File: src/rtl/note_player_if.sv
// Note hand-off between song_reader and note_player: the reader issues a
// note/duration pair with a load strobe, and the player answers with note_done.
interface note_player_if;
  logic [5:0] note;
  logic [5:0] duration;
  logic       load_new_note;
  logic       note_done;

  modport master (output note, output duration, output load_new_note, input note_done);
  modport slave  (input note, input duration, input load_new_note, output note_done);
endinterface

File: src/rtl/note_player.sv
// Plays one note at a time: counts its duration in beats, advances the sine
// phase accumulator per audio sample, and pulses note_done when the note ends.
module note_player #(
  parameter int PHASE_W = 22,
  parameter int STEP_W  = 20
) (
  input  logic               clk,
  input  logic               reset,
  input  logic               play,
  input  logic               ff,
  input  logic               beat,
  input  logic               generate_next_sample,
  input  logic [STEP_W-1:0]  step_size,
  note_player_if.slave       song,
  output logic [5:0]         rom_note,
  output logic [PHASE_W-1:0] phase,
  output logic               mute,
  output logic               sample_ready,
  output logic               busy
);

  typedef enum logic [1:0] {IDLE, PLAYING, DONE} state_t;

  state_t             state, state_next;
  logic [5:0]         remaining, remaining_next;
  logic [5:0]         rom_note_next;
  logic [PHASE_W-1:0] phase_next;
  logic               sample_ready_next;
  logic               note_done_q;
  logic               sounding;
  logic [5:0]         beat_dec;
  logic [PHASE_W-1:0] step_ext;

  assign sounding     = (state == PLAYING) && play && (rom_note != 6'd0);
  assign mute         = !sounding;
  assign busy         = (state == PLAYING);
  assign beat_dec     = ff ? 6'd2 : 6'd1;
  assign step_ext     = {{(PHASE_W-STEP_W){1'b0}}, step_size};
  assign song.note_done = note_done_q;

  always_ff @(posedge clk or negedge reset) begin
    if (!reset) begin
      state        <= IDLE;
      remaining    <= 6'd0;
      rom_note     <= 6'd0;
      phase        <= '0;
      sample_ready <= 1'b0;
      note_done_q  <= 1'b0;
    end else begin
      state        <= state_next;
      remaining    <= remaining_next;
      rom_note     <= rom_note_next;
      phase        <= phase_next;
      sample_ready <= sample_ready_next;
      note_done_q  <= (state_next == DONE);
    end
  end

  // A load wins over everything else in its cycle; the beat and sample
  // request that coincide with it are dropped, and an active note is
  // abandoned without a note_done.
  always_comb begin
    state_next        = state;
    remaining_next    = remaining;
    rom_note_next     = rom_note;
    phase_next        = phase;
    sample_ready_next = 1'b0;

    if (song.load_new_note) begin
      rom_note_next  = song.note;
      remaining_next = song.duration;
      phase_next     = '0;
      state_next     = (song.duration == 6'd0) ? DONE : PLAYING;
    end else begin
      sample_ready_next = generate_next_sample;
      if (generate_next_sample && sounding) begin
        phase_next = phase + step_ext;
      end
      case (state)
        IDLE: state_next = IDLE;
        PLAYING: begin
          // Saturating countdown so fast-forward never underflows.
          if (play && beat) begin
            if (remaining <= beat_dec) begin
              remaining_next = 6'd0;
              state_next     = DONE;
            end else begin
              remaining_next = remaining - beat_dec;
            end
          end
        end
        DONE:    state_next = IDLE;
        default: state_next = IDLE;
      endcase
    end
  end

endmodule

File: src/flat_wrapper.sv
// flat-port wrapper written by rule: the top's interface ports become plain ports
module note_player_flat 
#(
  parameter int PHASE_W = 22,
  parameter int STEP_W  = 20
)
  (clk, reset, play, ff, beat, generate_next_sample, step_size, rom_note, phase, mute, sample_ready, busy, song_note, song_duration, song_load_new_note, song_note_done);
  note_player_if song_i ();
  input  logic clk;
  input  logic reset;
  input  logic play;
  input  logic ff;
  input  logic beat;
  input  logic generate_next_sample;
  input  logic [STEP_W-1:0] step_size;
  output logic [5:0] rom_note;
  output logic [PHASE_W-1:0] phase;
  output logic mute;
  output logic sample_ready;
  output logic busy;
  input wire logic [$bits(song_i.note)-1:0] song_note;
  input wire logic [$bits(song_i.duration)-1:0] song_duration;
  input wire logic [$bits(song_i.load_new_note)-1:0] song_load_new_note;
  output wire logic [$bits(song_i.note_done)-1:0] song_note_done;
  assign song_i.note = song_note;
  assign song_i.duration = song_duration;
  assign song_i.load_new_note = song_load_new_note;
  assign song_note_done = song_i.note_done;
  note_player #(.PHASE_W(PHASE_W), .STEP_W(STEP_W)) u_core (.clk(clk), .reset(reset), .play(play), .ff(ff), .beat(beat), .generate_next_sample(generate_next_sample), .step_size(step_size), .song(song_i), .rom_note(rom_note), .phase(phase), .mute(mute), .sample_ready(sample_ready), .busy(busy));
endmodule
File: config.mk
export PLATFORM = sky130hd
export DESIGN_NAME = note_player_flat
export DESIGN_NICKNAME = d
export VERILOG_FILES = /design/src/rtl/note_player_if.sv /design/src/rtl/note_player.sv /design/src/flat_wrapper.sv
export SDC_FILE = /design/constraint.sdc
export NUM_CORES = 1
export LEC_CHECK = 0
export ABC_AREA = 0
export CORE_UTILIZATION = 34
export DETAILED_ROUTE_END_ITERATION = 10
export SLEW_MARGIN = 40
export SYNTH_ARGS = -nofsm -noshare
export SYNTH_HDL_FRONTEND = slang
export SYNTH_SLANG_ARGS = --single-unit
File: constraint.sdc
create_clock -name clk -period 5.6 [get_ports clk]
set_input_delay 0.84 -clock clk [delete_from_list [all_inputs] [get_ports clk]]
set_output_delay 0.84 -clock clk [all_outputs]
set_load 0.02 [all_outputs]
Word-level counts from Yosys, hierarchy flattened
Cells that the tools add are included.
{"block": "word_totals", "reg_bits": 38, "latch_bits": 0, "mem_bits_rw": 0, "romBits": 0, "in_bits": 39, "out_inout_bits": 32, "wordCells": 35, "mem_count": 0}
{"block": "classes", "addsub": 2, "n_mul": 0, "div": 0, "magnitude_cmp": 1, "eq_ne": 2, "n_shift": 0, "muxes": 13, "bitwise_logic": 0, "n_reduce_logical": 11}
{"cell": "2-to-1 mux 22 bit", "count": 2}
{"cell": "2-to-1 mux 6 bit", "count": 4}
{"cell": "adder 22 x 20 -> 22 bit", "count": 1}
{"cell": "2-to-1 mux 2 bit", "count": 6}
{"cell": "less-or-equal comparator 6 bit", "count": 1}
{"cell": "zero test 6 bit", "count": 1}
{"cell": "nonzero test 2 bit", "count": 3}
{"cell": "nonzero test 6 bit", "count": 1}
{"cell": "subtractor 6 bit", "count": 1}
{"cell": "logical AND 1 bit", "count": 4}
{"cell": "== test 2 x 1 -> 1 bit (second input constant)", "count": 1}
{"cell": "== test 2 bit (second input constant)", "count": 1}
{"cell": "AND reduction 2 bit", "count": 1}
{"cell": "zero test 1 bit", "count": 1}
{"cell": "2-to-1 mux 1 bit", "count": 1}

Logic depth before layout (Yosys ltp)
{"block": "depth", "depth_word": 7, "mapped_depth": 9, "ltp_nobuf": 9}

Worst setup path after synthesis
No wires, ideal clock.
{"block": "synth_path", "path_kind": "input -> register", "startpoint": "in step_size[7]", "endpoint": "reg u_core.phase[16]", "setup_ps": 122, "arrival_ps": 2602, "required_time_ps": 5478, "path_slack_ps": 2877, "cell_stages": 7, "n_path_buf": 0, "cell_sequence": "ha_1 -> a21o_1 -> a221o_1 -> a31oi_4 -> a21oi_2 -> or3_1 -> a32o_1"}
{"block": "synth_via", "elab_chain_cells": 3}
{"element": "start, declared", "line": "flat_wrapper.sv:15", "rtl": "input logic [STEP_W-1:0] step_size;"}
{"element": "adder 22 x 20 -> 22 bit", "line": "note_player.sv:77", "rtl": "phase_next = phase + step_ext;"}
{"element": "2-to-1 mux 22 bit", "line": "note_player.sv:76", "rtl": "if (generate_next_sample && sounding) begin"}
{"element": "2-to-1 mux 22 bit", "line": "note_player.sv:69", "rtl": "if (song.load_new_note) begin"}
{"element": "end signal, assigned", "line": "note_player.sv:53", "rtl": "phase <= phase_next;"}
{"element": "end, declared", "line": "note_player.sv:16", "rtl": "output logic [PHASE_W-1:0] phase,"}
Every way passes these cells. The select of a mux whose other input is x is not followed.
A chain may end at the register's enable or synchronous reset.

Worst setup path in the final report
{"block": "layout_path", "startpoint": "in step_size[1]", "endpoint": "reg u_core.phase[15]"}
The elaborated chain is that of the path after synthesis.

==> impl_metrics.env <==
export IMPL_status="finished clean"
export IMPL_die_x_um=93.8
export IMPL_grt_pass1_wl_um=13400
export IMPL_grt_usage_pct=19.4
export IMPL_p_per_area_nw_per_um2=240
export IMPL_finalNonFillerCells=504
export IMPL_io_pins=71
export IMPL_cts_buffers_inserted=5
export IMPL_antenna_found_initial=0
export IMPL_cts_resized=0
export IMPL_final_common_cell="clkdlybuf4s50_1"
export IMPL_root_buffer="clkbuf_8"
export IMPL_hold_violations=0
export IMPL_multi_input_area_um2=1780
export IMPL_hold_buffers=0
export IMPL_min_path_type="input pin to asynchronous set/reset pin"
export IMPL_synth_cell_types=63
export IMPL_rsz0062_at_grt="no"
export IMPL_leakagePower_nw=1.57
export IMPL_synthFlopType="dfrtp_1"
export IMPL_dp_hpwl_um=5870
export IMPL_clock_path_buffers=2
export IMPL_synth_fp_nets=395
export IMPL_cts_tree="yes"
export IMPL_avgRoutedWirePerCell_um=16.0
export IMPL_cap_viol_max_count=0
export IMPL_grt_ovfl_total=0
export IMPL_min_period_ns=3.06
export IMPL_hold_ws_ns=0.511
export IMPL_cp_data_required_time_ns=5.83
export IMPL_num_fill_cells=802
export IMPL_crit_type="input pin to register"
export IMPL_post_cts_repair_setup_buffers=0
export IMPL_ir_worst_vdd_uv=90.6
export IMPL_diodes=0
export IMPL_slew_viol_final=0
export IMPL_crit_slowest_cell="a2111oi_2"
export IMPL_crit_family="compound AO/OA/AOI/OAI gates"
export IMPL_first_pass_iters=4
export IMPL_startpoint_type="input pin"
export IMPL_clk_pin_slew_worst_paths_ns=0.08
export IMPL_dp_cells=496
export IMPL_layout_common_cells="clkdlybuf4s50_1 (69), dfrtp_1 (38), nand2_1 (33)"
export IMPL_first_iter_violations=169
export IMPL_path_cells="clkdlybuf4s50_1, ha_1, a21o_1, nand4_1, a2111oi_2, o311ai_1, or3b_1, nand3_1"
export IMPL_seqCellArea_um2=951
export IMPL_drcViolationCount=0
export IMPL_nNetsFinal=461
export IMPL_yosysWarnings=0
export IMPL_die_area_um2=8790
export IMPL_portBuffers=70
export IMPL_synthCells=332
export IMPL_setup_violations=0
export IMPL_ant_nets=0
export IMPL_switchingPower_uw=296
export IMPL_start_util_pct=35.0
export IMPL_relSlewSlack_pct=53.2
export IMPL_syn_to_final_growth_pct=32.5
export IMPL_switching_share_pct=32.6
export IMPL_clock_latency_ns=0.29
export IMPL_cts_sink_count=38
export IMPL_fin_crit_sh_pct=54.6
export IMPL_netlist_area_um2=2860
export IMPL_critical_path_max_stage_delay_ns=0.64
export IMPL_pwr_share_clk_pct=31.3
export IMPL_die_y_um=93.8
export IMPL_crit_arrival_ns=3.28
export IMPL_vias_per_cell=5.62
export IMPL_layout_drive_gt1_share_pct=8.52
export IMPL_seqPwrFrac_pct=35.1
export IMPL_path_buf_inv=1
export IMPL_num_rows=33
export IMPL_finalWirelength_um=8040
export IMPL_synth_edf_count=0
export IMPL_gp_congestion=0.929
export IMPL_p_int_uw=613
export IMPL_seq_area_frac_synth_pct=33.2
export IMPL_dr_total_vias=2831
export IMPL_combPwrFrac_pct=33.6
export IMPL_crit_path_end_kind="register"
export IMPL_fin_worst_skew_ns=0.00411
export IMPL_grt_pass1_vias=2695
export IMPL_fmaxAchievable_mhz=327
export IMPL_synth_seq_cells=38
export IMPL_htreeDepth=2
export IMPL_critPathMaxFanout=4
export IMPL_syn_avg_cell_area_um2=8.62
export IMPL_core_um2=8180
export IMPL_grt_max_degree=39
export IMPL_setup_tns_ns=0
export IMPL_async_flop_share_pct=100
export IMPL_worst_pin_slew_ns=0.684
-- power by group through the flow --
| stage | sequential (mW) | combinational [mW] | clock [mW] |
|---|---|---|---|
| finish | 0.318 | 0.306 | 0.284 |
| global route | 0.322 | 0.335 | 0.307 |
| CTS | 0.319 | 0.303 | 0.295 |
| detailed placement | 0.324 | 0.301 | 0 |
| global placement | 0.323 | 0.301 | 0 |
| floorplan | 0.342 | 0.166 | 0 |
-- worst reg2reg max path: stages (launching register included) --
cell       delay (ns)
dfrtp_1          0.43
ha_1             0.30
a21o_1           0.13
nand4_1          0.23
a2111oi_2        0.64
o311ai_1         0.25
or3b_1           0.39
nand3_1          0.08
-- layer usage --
metal  GRT usage, %  up-vias  wire length, µm
li1               -     1374                -
met1           27.9     1373             3910
met2           30.2       80             3710
met3           2.51        4              364
met4           5.13        0               64
met5              0        -                0
-- cell type report --
| cell class | instances | share of cell area [%] |
|---|---|---|
| clock buffers | 5 | 1.81 |
| clock inverters | 3 | 1.81 |
| repair buffers | 74 | 19.2 |
| flip-flops and latches | 38 | 25.1 |
| multi-input cells | 263 | 47.0 |
| inverters | 16 | 1.58 |
| well taps | 105 | 3.46 |
-- cells by family (layout without fill, tap and decap cells) --
logic type	count (synthesis)	count (layout)	synth area share, %
simple gates	119	119	20.7
compound gates	103	103	24.6
flops	38	38	33.2
buf+inv	31	98	4.68
fa+ha+maj	24	24	11.0
xor+xnor	9	9	2.75
mux	8	8	3.10
-- per-stage QoR --
step	utilization, %	setup slack (ns)	total power, mW	instance area [µm²]
3_5_place_dp	44.6	2.09	0.625	3650
4_1_cts	46.3	2.40	0.917	3790
3_3_place_gp	44.6	2.17	0.625	3650
6_report	46.4	2.54	0.908	3790
2_1_floorplan	-	2.88	0.507	2860
5_1_grt	46.4	2.44	0.965	3790
-- synthesized netlist by cell type (3+ instances only) --
cell type,number,area (µm²)
ha_1,22,275
nand3_1,15,75.1
o211ai_1,3,22.5
a211oi_1,5,37.5
a31oi_1,7,43.8
a21o_1,3,22.5
o31a_1,3,26.3
and3_1,7,43.8
nor2_1,24,90.1
a21oi_1,28,140
dfrtp_1,38,951
o21a_1,3,22.5
xor2_1,6,52.6
inv_1,16,60.1
clkbuf_1,10,37.5
mux2_2,7,78.8
nand2_1,33,124
or2_2,3,18.8
or3_1,4,25.0
nand4_1,5,31.3
a2111oi_0,3,26.3
nor3_1,8,40.0
o21ai_0,22,110
xnor2_1,3,26.3
nand3b_1,3,22.5
nor4_1,3,18.8
-- flip-flops by register name (all words and copies together) (netlist names) --
register	cells
u_core.phase	22
u_core.remaining	6
u_core.rom_note	6
u_core.state	2
u_core.sample_ready	1
u_core.song.note_done	1
-- worst paths after layout --
kind	from	endpoint	slack, ns	depth (start not counted)
max	step_size[1]	u_core.phase[15]	2.54	8
min	reset	u_core.phase[19]	0.51	1
max reg2reg	u_core.phase[1]	u_core.phase[15]	3.09	7
min reg2reg	u_core.phase[18]	u_core.phase[18]	0.52	2
max in group asynchronous	reset	u_core.phase[10]	4.71	1
min in group clk	u_core.phase[18]	u_core.phase[18]	0.52	2
(Power assumes the default switching activity.)
